<file path="src/rtl/spell_mem_arbiter_pkg.sv">
// Shared types and constants for the spell memory arbiter: memory-space
// codes (matching the memory model), FSM states and grant identifiers.
package spell_mem_arbiter_pkg;

  // Memory-space codes understood by the spell memory model.
  localparam logic [1:0] MemoryTypeData = 2'b00;
  localparam logic [1:0] MemoryTypeCode = 2'b01;

  typedef enum logic {
    ST_IDLE   = 1'b0,
    ST_ACCESS = 1'b1
  } arb_state_t;

  typedef enum logic {
    GNT_FETCH = 1'b0,
    GNT_DATA  = 1'b1
  } grant_id_t;

  // Only the two defined spaces may ever reach the memory.
  function automatic logic space_is_legal(input logic [1:0] space);
    return (space == MemoryTypeData) || (space == MemoryTypeCode);
  endfunction

endpackage

</file>
<file path="src/rtl/spell_mem_arbiter_rr.sv">
// Two-way round-robin picker: a lone requester wins outright; when both
// request, the port that was not granted last wins.
module spell_mem_arbiter_rr
  import spell_mem_arbiter_pkg::*;
(
  input  logic      i_req_fetch,
  input  logic      i_req_data,
  input  grant_id_t i_last,
  output logic      o_valid,
  output grant_id_t o_grant
);

  // Pure combinational pick; the caller decides when to act on it.
  always_comb begin
    o_valid = i_req_fetch | i_req_data;
    o_grant = GNT_FETCH;
    if (i_req_fetch && i_req_data) begin
      o_grant = (i_last == GNT_FETCH) ? GNT_DATA : GNT_FETCH;
    end else if (i_req_data) begin
      o_grant = GNT_DATA;
    end
  end

endmodule

</file>
<file path="src/rtl/spell_mem_arbiter.sv">
// Merges the fetch port and the load/store port onto the single
// select/ready memory handshake. One access at a time, a guaranteed
// select-low cycle between accesses, round-robin fairness and a timeout
// that aborts accesses the memory never completes.
module spell_mem_arbiter
  import spell_mem_arbiter_pkg::*;
#(
  parameter int TIMEOUT_CYCLES = 16
) (
  input  logic       clock,
  input  logic       reset_n,
  input  logic       fetch_req,
  input  logic [7:0] fetch_addr,
  output logic       fetch_ack,
  output logic [7:0] fetch_data,
  input  logic       data_req,
  input  logic       data_write,
  input  logic [1:0] data_space,
  input  logic [7:0] data_addr,
  input  logic [7:0] data_wdata,
  output logic       data_ack,
  output logic [7:0] data_rdata,
  output logic       err,
  output logic       mem_select,
  output logic [7:0] mem_addr,
  output logic [7:0] mem_data_in,
  output logic [1:0] mem_memory_type,
  output logic       mem_write,
  input  logic [7:0] mem_data_out,
  input  logic       mem_data_ready,
  output logic       busy
);

  // The counter holds (cycles spent in ACCESS - 1) before each edge, so an
  // abort at this value lands exactly TIMEOUT_CYCLES edges after the grant.
  localparam logic [7:0] LP_COUNT_LAST = 8'(TIMEOUT_CYCLES - 1);

  arb_state_t r_state, w_state_next;
  grant_id_t  r_gnt, w_gnt_next;
  grant_id_t  r_last, w_last_next;
  logic [7:0] r_count, w_count_next;
  logic       r_mem_select, w_mem_select_next;
  logic [7:0] r_mem_addr, w_mem_addr_next;
  logic [7:0] r_mem_data_in, w_mem_data_in_next;
  logic [1:0] r_mem_type, w_mem_type_next;
  logic       r_mem_write, w_mem_write_next;
  logic       r_fetch_ack, w_fetch_ack_next;
  logic [7:0] r_fetch_data, w_fetch_data_next;
  logic       r_data_ack, w_data_ack_next;
  logic [7:0] r_data_rdata, w_data_rdata_next;
  logic       r_err, w_err_next;
  logic [7:0] w_result;
  logic       w_rr_valid;
  grant_id_t  w_rr_grant;

  spell_mem_arbiter_rr u_rr (
    .i_req_fetch (fetch_req),
    .i_req_data  (data_req),
    .i_last      (r_last),
    .o_valid     (w_rr_valid),
    .o_grant     (w_rr_grant)
  );

  // Next-state and next-output logic; every register holds unless changed,
  // while acks and err default low so they only ever pulse for one cycle.
  always_comb begin
    w_state_next       = r_state;
    w_gnt_next         = r_gnt;
    w_last_next        = r_last;
    w_count_next       = r_count;
    w_mem_select_next  = r_mem_select;
    w_mem_addr_next    = r_mem_addr;
    w_mem_data_in_next = r_mem_data_in;
    w_mem_type_next    = r_mem_type;
    w_mem_write_next   = r_mem_write;
    w_fetch_ack_next   = 1'b0;
    w_data_ack_next    = 1'b0;
    w_err_next         = 1'b0;
    w_fetch_data_next  = r_fetch_data;
    w_data_rdata_next  = r_data_rdata;
    w_result           = 8'h00;
    case (r_state)
      ST_IDLE: begin
        if (w_rr_valid) begin
          if (w_rr_grant == GNT_FETCH) begin
            // Fetch is a code-space read by construction.
            w_gnt_next        = GNT_FETCH;
            w_mem_addr_next   = fetch_addr;
            w_mem_type_next   = MemoryTypeCode;
            w_mem_write_next  = 1'b0;
            w_mem_select_next = 1'b1;
            w_count_next      = 8'h00;
            w_state_next      = ST_ACCESS;
          end else if (space_is_legal(data_space)) begin
            w_gnt_next         = GNT_DATA;
            w_mem_addr_next    = data_addr;
            w_mem_data_in_next = data_wdata;
            w_mem_type_next    = data_space;
            w_mem_write_next   = data_write;
            w_mem_select_next  = 1'b1;
            w_count_next       = 8'h00;
            w_state_next       = ST_ACCESS;
          end else begin
            // Illegal space: refused without touching the memory, but it
            // still consumes the data port's turn.
            w_data_ack_next   = 1'b1;
            w_err_next        = 1'b1;
            w_data_rdata_next = 8'h00;
            w_last_next       = GNT_DATA;
          end
        end
      end
      ST_ACCESS: begin
        w_count_next = r_count + 8'd1;
        // Ready takes priority over a timeout landing on the same edge.
        if (mem_data_ready || (r_count == LP_COUNT_LAST)) begin
          if (mem_data_ready && !r_mem_write) begin
            w_result = mem_data_out;
          end
          w_err_next        = ~mem_data_ready;
          w_mem_select_next = 1'b0;
          w_state_next      = ST_IDLE;
          w_last_next       = r_gnt;
          if (r_gnt == GNT_FETCH) begin
            w_fetch_ack_next  = 1'b1;
            w_fetch_data_next = w_result;
          end else begin
            w_data_ack_next   = 1'b1;
            w_data_rdata_next = w_result;
          end
        end
      end
      default: w_state_next = ST_IDLE;
    endcase
  end

  // State and output registers; reset drops select without waiting for a clock.
  always_ff @(posedge clock or negedge reset_n) begin
    if (!reset_n) begin
      r_state       <= ST_IDLE;
      r_gnt         <= GNT_FETCH;
      r_last        <= GNT_DATA;
      r_count       <= 8'h00;
      r_mem_select  <= 1'b0;
      r_mem_addr    <= 8'h00;
      r_mem_data_in <= 8'h00;
      r_mem_type    <= MemoryTypeData;
      r_mem_write   <= 1'b0;
      r_fetch_ack   <= 1'b0;
      r_fetch_data  <= 8'h00;
      r_data_ack    <= 1'b0;
      r_data_rdata  <= 8'h00;
      r_err         <= 1'b0;
    end else begin
      r_state       <= w_state_next;
      r_gnt         <= w_gnt_next;
      r_last        <= w_last_next;
      r_count       <= w_count_next;
      r_mem_select  <= w_mem_select_next;
      r_mem_addr    <= w_mem_addr_next;
      r_mem_data_in <= w_mem_data_in_next;
      r_mem_type    <= w_mem_type_next;
      r_mem_write   <= w_mem_write_next;
      r_fetch_ack   <= w_fetch_ack_next;
      r_fetch_data  <= w_fetch_data_next;
      r_data_ack    <= w_data_ack_next;
      r_data_rdata  <= w_data_rdata_next;
      r_err         <= w_err_next;
    end
  end

  assign fetch_ack       = r_fetch_ack;
  assign fetch_data      = r_fetch_data;
  assign data_ack        = r_data_ack;
  assign data_rdata      = r_data_rdata;
  assign err             = r_err;
  assign mem_select      = r_mem_select;
  assign mem_addr        = r_mem_addr;
  assign mem_data_in     = r_mem_data_in;
  assign mem_memory_type = r_mem_type;
  assign mem_write       = r_mem_write;
  assign busy            = (r_state == ST_ACCESS);

endmodule
</file>
<file path="config.mk">
export PLATFORM = sky130hd
export DESIGN_NAME = spell_mem_arbiter
export DESIGN_NICKNAME = d
export VERILOG_FILES = /design/src/rtl/spell_mem_arbiter_pkg.sv /design/src/rtl/spell_mem_arbiter_rr.sv /design/src/rtl/spell_mem_arbiter.sv
export SDC_FILE = /design/constraint.sdc
export NUM_CORES = 1
export LEC_CHECK = 0
export CORE_ASPECT_RATIO = 1.25
export CORE_MARGIN = 3
export CORE_UTILIZATION = 46
export CTS_CLUSTER_DIAMETER = 40
export CTS_CLUSTER_SIZE = 12
export DETAILED_ROUTE_END_ITERATION = 10
export HOLD_SLACK_MARGIN = 0.02
export PLACE_DENSITY_LB_ADDON = 0.1
export SYNTH_ARGS = -nofsm -noshare
export SYNTH_HDL_FRONTEND = slang
export SYNTH_SLANG_ARGS = --single-unit
</file>
<file path="constraint.sdc">
create_clock -name clock -period 3.3 [get_ports clock]
set_input_delay 0.495 -clock clock [delete_from_list [all_inputs] [get_ports clock]]
set_output_delay 0.495 -clock clock [all_outputs]
set_load 0.05 [all_outputs]
</file>
==> out/results.ini, run 1 <==
[outcome]
status=completed

[worst_setup_path]
critPathLaunchType=flop
cp_top_family=buffers and inverters
cp_data_required_time_ps=2800
max_stage_delay_ps=890
end_kind=output port
cp_cell_sequence=clkdlybuf4s50_1
path_buf_inv=1
reg2reg_setup_slack_ps=1250
timing.rr.start=busy
cp_slowest_cell=clkdlybuf4s50_1
cp_max_fo=15
crit_type=reg2out
worstPathArrival_ps=1830
reg2regPathDepth=4
cp.depth=1
r2r_end=fetch_data[2]

[cts]
cts_inserted_buffers=5
cts_tree=yes
cts_resized=0
numClockSinks=50
clk_latency_ps=300
clock-root-buffer=clkbuf_8
clk_pin_slew_worst_paths_ps=90
clock_path_buffers=2
postCtsHoldBufs=0
cts_setup_buffers=0
htree_levels=2

[floorplanning]
start_util=0.490
dieWidth_um=65.8
row_count=26
die_h_um=80.7
dieArea_sq_um=5310
num_io_pins=80
design.core.area_sq_um=4200

[layout]
layout_commonest_cell=clkdlybuf4s50_1
multi_input_area_sq_um=758
utilization=0.721
finalNonFillerCells=312
seqCellArea_sq_um=1250
fill_cells=318
nNetsFinal=296
drive_above_1_share=0.0977
final_cell_mix=78 x clkdlybuf4s50_1, 49 x dfrtp_1, 19 x o21ai_0
fin_area_sq_um=3030
n_antenna_cell=0
area_growth_pct=47.2

[sta]
finalHoldViolCount=0
finalCritPeriodShare=0.704
slew_headroom=0.307
fmax_mhz=430
fin_skew_ps=3.28
period_minus_slack_ps=2320
grt_setup_unrepaired=false
worst_slew_pin_slew_ps=1030
fin_setup_tns_ps=0
drv_slew=0
setup_viol=0

[drt]
first_pass_iters=4
postRouteAntennaNets=0
via_per_inst=5.18
drc=0
vias=1616
wl_um=4720
wire_per_inst_um=15.1
drtIter0Drc=84

[synthesis]
synth_top_area_cell=dfrtp_1
ys_ff_latch=50
syn_nets=211
yosysUniqueCellTypes=33
synth_top_cell_area_share=0.596
syn_inst=170
synthesis.area_sq_um=2060
yosysWarnings=0
yosys-top-cells-area=dfrtp_1 60%, a22o_1 7.2%, o21ai_0 4.6%, mux2i_1 4.4%, mux2_2 4.4%
synth-seq-area-share=0.609
avgSynthCellArea_sq_um=12.1

[worst_hold_path]
hold_class=in2async

[job]
drv_cap=0

[place]
routabilityCongestion=0.770
dpl-instance-area_sq_um=2920
port_buffers=79
placed_cells=304
place_hpwl_um=3430

[power]
powerDensity_nw_per_um2=1050
leakagePower_nw=1.32
peakVddDrop_mv=0.710

[global_routing]
grt_pass1_vias=1700
grt_overflow=0
grt_use_total=0.197
grt_pass1_wl_um=8030
grt_max_degree=30
antenna_found_initial=0

layer usage:
layer,up-vias,global-route usage,part of all wire
met5,-,0,0
met4,0,0.0685,0.015
met3,8,0.0553,0.066
met2,55,0.339,0.51
met1,764,0.236,0.40
li1,789,-,-
per-stage QoR:
| step | total power [mW] | setup slack [ps] | hold slack [ps] |
|---|---|---|---|
| 2_1_floorplan | 2.16 | 1360 | 199 |
| 6_report | 3.18 | 976 | 211 |
| 3_3_place_gp | 2.74 | 1070 | 461 |
| 4_1_cts | 3.21 | 954 | 226 |
| 3_5_place_dp | 2.77 | 969 | 470 |
| 5_1_grt | 3.34 | 916 | 249 |
cells by family (layout without fill, tap and decap cells):
family | Yosys count | after routing | share of synthesized area
compound gates | 49 | 49 | 0.169
xor+xnor | 1 | 1 | 0.00426
fa+ha+maj | 1 | 1 | 0.00609
buf+inv | 10 | 96 | 0.0219
flops | 50 | 50 | 0.609
mux | 17 | 17 | 0.0876
simple gates | 42 | 42 | 0.102
registers in the layout, indices dropped and copies added, names as in the netlist:
name / cells
busy: 1
data_ack: 1
data_rdata: 8
err: 1
fetch_ack: 1
fetch_data: 8
mem_addr: 8
mem_data_in: 8
mem_memory_type: 2
mem_select: 1
mem_write: 1
r_count: 8
r_gnt: 1
r_last: 1
worst max path at each step:
stage | endpoint | startpoint | slack [ps]
2_1_floorplan | fetch_data[0] | busy | 1360
3_3_place_gp | fetch_data[6] | mem_data_ready | 1070
3_5_place_dp | fetch_data[6] | mem_data_ready | 970
4_1_cts | busy | busy | 950
5_1_grt | busy | busy | 920
6_report | busy | busy | 980
report_power, final:
group          switching (mW)  leakage, nW  total [mW]  internal [mW]
combinational            1.10        0.639        1.71          0.611
clock                   0.197       0.0514       0.423          0.226
sequential              0.176        0.633        1.05          0.870
layout make-up:
type,instances,share of cell area
sequential,50,0.414
timing repair buffer,83,0.270
multi-input combinational,110,0.251
clock buffer,6,0.0240
tap,56,0.0232
clock inverter,2,0.0124
inverter,5,0.00620
synthesized netlist by cell type, drive strengths merged:
cell	number
nor2	6
clkbuf	4
a21boi	2
a22oi	1
nor3b	1
nand2b	2
dfstp	1
a31oi	1
a211oi	1
o31ai	1
nand2	18
nand3	5
nor2b	3
nor3	1
dfrtp	49
a21oi	5
and4	2
buf	1
inv	4
o21ai	19
and2	1
mux2i	9
a22o	17
a32oi	1
o41ai	1
ha	1
nand4	2
xnor2	1
mux2	8
clkinv	1
or4	1
Power figures use the tool's default switching activity.
==> run 2: changes to the inputs <==
--- a/config.mk
+++ b/config.mk
@@ -7,7 +7,7 @@
 export LEC_CHECK = 0
 export CORE_ASPECT_RATIO = 1.25
 export CORE_MARGIN = 3
-export CORE_UTILIZATION = 46
+export CORE_UTILIZATION = 39
 export CTS_CLUSTER_DIAMETER = 40
 export CTS_CLUSTER_SIZE = 12
 export DETAILED_ROUTE_END_ITERATION = 10
==> constraint.sdc (replaced) <==
create_clock -name clock -period 1.9 [get_ports clock]
set_input_delay 0.285 -clock clock [delete_from_list [all_inputs] [get_ports clock]]
set_output_delay 0.285 -clock clock [all_outputs]
set_load 0.05 [all_outputs]
==> out/results.ini, run 2 (synthesized netlist as in run 1, its figures left out) <==
[drt]
postRouteAntennaNets=0
vias=1647
wire_per_inst_um=14.3
first_pass_iters=4
drc=0
wl_um=4660
drtIter0Drc=117
via_per_inst=5.07

[power]
powerDensity_nw_per_um2=1790
peakVddDrop_mv=1.53
power_mw=5.62
leakagePower_nw=1.39

[worst_setup_path]
end_kind=flop
crit_type=reg2reg
cp_max_fo=9
worstPathArrival_ps=2000
critPathLaunchType=flop
cp_data_required_time_ps=2100

[place]
dpl_worst_slack_ps=42.0
port_buffers=79
routabilityCongestion=0.798
place_hpwl_um=3480
placed_cells=315

[cts]
cts_inserted_buffers=5
clk_pin_slew_worst_paths_ps=90
clk_latency_ps=300
numClockSinks=50
cts_tree=yes
clock-root-buffer=clkbuf_8
clock_path_buffers=2
htree_levels=2

[layout]
n_antenna_cell=0
nNetsFinal=305
layout_commonest_cell=clkdlybuf4s50_1
area_growth_pct=52.5
drive_above_1_share=0.143
finalNonFillerCells=325
final_cell_mix=76 x clkdlybuf4s50_1, 48 x dfrtp_1, 19 x o21ai_0

[global_routing]
grt_pass1_vias=1675
grt_overflow=0
antenna_found_initial=0
use_met1=0.204
grt_max_degree=29
met2_usage=0.261
grt_use_total=0.164
grt-busiest-layer=met2
grt_pass1_wl_um=7960
gr-usage-met3=0.0647

[job]
drv_cap=0

[sta]
grt_setup_unrepaired=false
drv_slew=0
setup_viol=0
fin_ws_ps=95.5
fin_skew_ps=3.20
worst_slew_pin_slew_ps=517
fmax_mhz=554
finalHoldViolCount=0
fin_setup_tns_ps=0
finalCritPeriodShare=0.950
period_minus_slack_ps=1800
slew_headroom=0.654

[floorplanning]
dieArea_sq_um=6180
start_util=0.419
dieWidth_um=70.9
design.core.area_sq_um=4900
num_io_pins=80
row_count=28
die_h_um=87.2

[worst_hold_path]
hold_class=in2async

[outcome]
status=completed

[run 2: cell types whose count changed in the layout (fill, tap and decap cells not counted), sizes merged]
cell           previous run  this run
clkbuf                    6         5
buf                       5        15
clkdlybuf4s50            78        76
dlygate4sd3               0         1
inv                       4         5
[run 2: where the power goes]
group / internal (mW) / switching (mW)
registers: 1.51 / 0.290
clock network: 0.401 / 0.368
logic: 1.11 / 1.94
total: 3.02 / 2.60
[run 2: worst max-delay path, cell delays in order, from the launching register on]
cell and delay, ps:
dfrtp_1 430, or4_4 520, o31ai_4 340, nand2b_4 150
a22o_1 260
[run 2: timing repair]
| action | 4_1_cts | 5_1_grt |
|---|---|---|
| gates resized for setup | 0 | 3 |
| hold buffers | 1 | 0 |
| buffers inserted | 0 | 1 |
| endpoints found under the setup margin | 0 | 11 |
| endpoints found under the hold margin | 12 | 0 |
[run 2: path summary, 6_finish.rpt]
path | startpoint | to | slack, ps | cells past startpoint
worst min-delay path | reset_n | mem_addr[0] | 410 | 2
max in group asynchronous | reset_n | r_last | 960 | 3
worst max-delay path | r_count[6] | fetch_data[7] | 100 | 4
worst min register to register | mem_addr[2] | mem_addr[2] | 480 | 2
min in group clock | mem_addr[2] | mem_addr[2] | 480 | 2
worst max register to register | r_count[6] | fetch_data[7] | 100 | 4
[run 2: final cells by class]
cell class / count / area (sq um)
clock inverters: 3 / 48.8
inverters: 5 / 18.8
repair buffers: 92 / 893
multi-input cells: 110 / 776
flip-flops and latches: 50 / 1250
fillers: 419 / 1770
clock buffers: 5 / 68.8
well taps: 60 / 75.1
[run 2: per-layer routing]
metal	part of all wire	vias up	routed length, um
met3	0.082	7	384
met2	0.48	60	2230
met5	0	-	0
li1	-	805	-
met1	0.42	775	1960
met4	0.017	0	80
[run 2: stage by stage]
stage	area, sq um	hold slack, ps	util
CTS	3110	416	0.634
global route	3130	433	0.639
detailed placement	2980	212	0.608
finish	3130	414	0.639
global placement	2980	207	0.608
floorplan	2060	-10.6	-
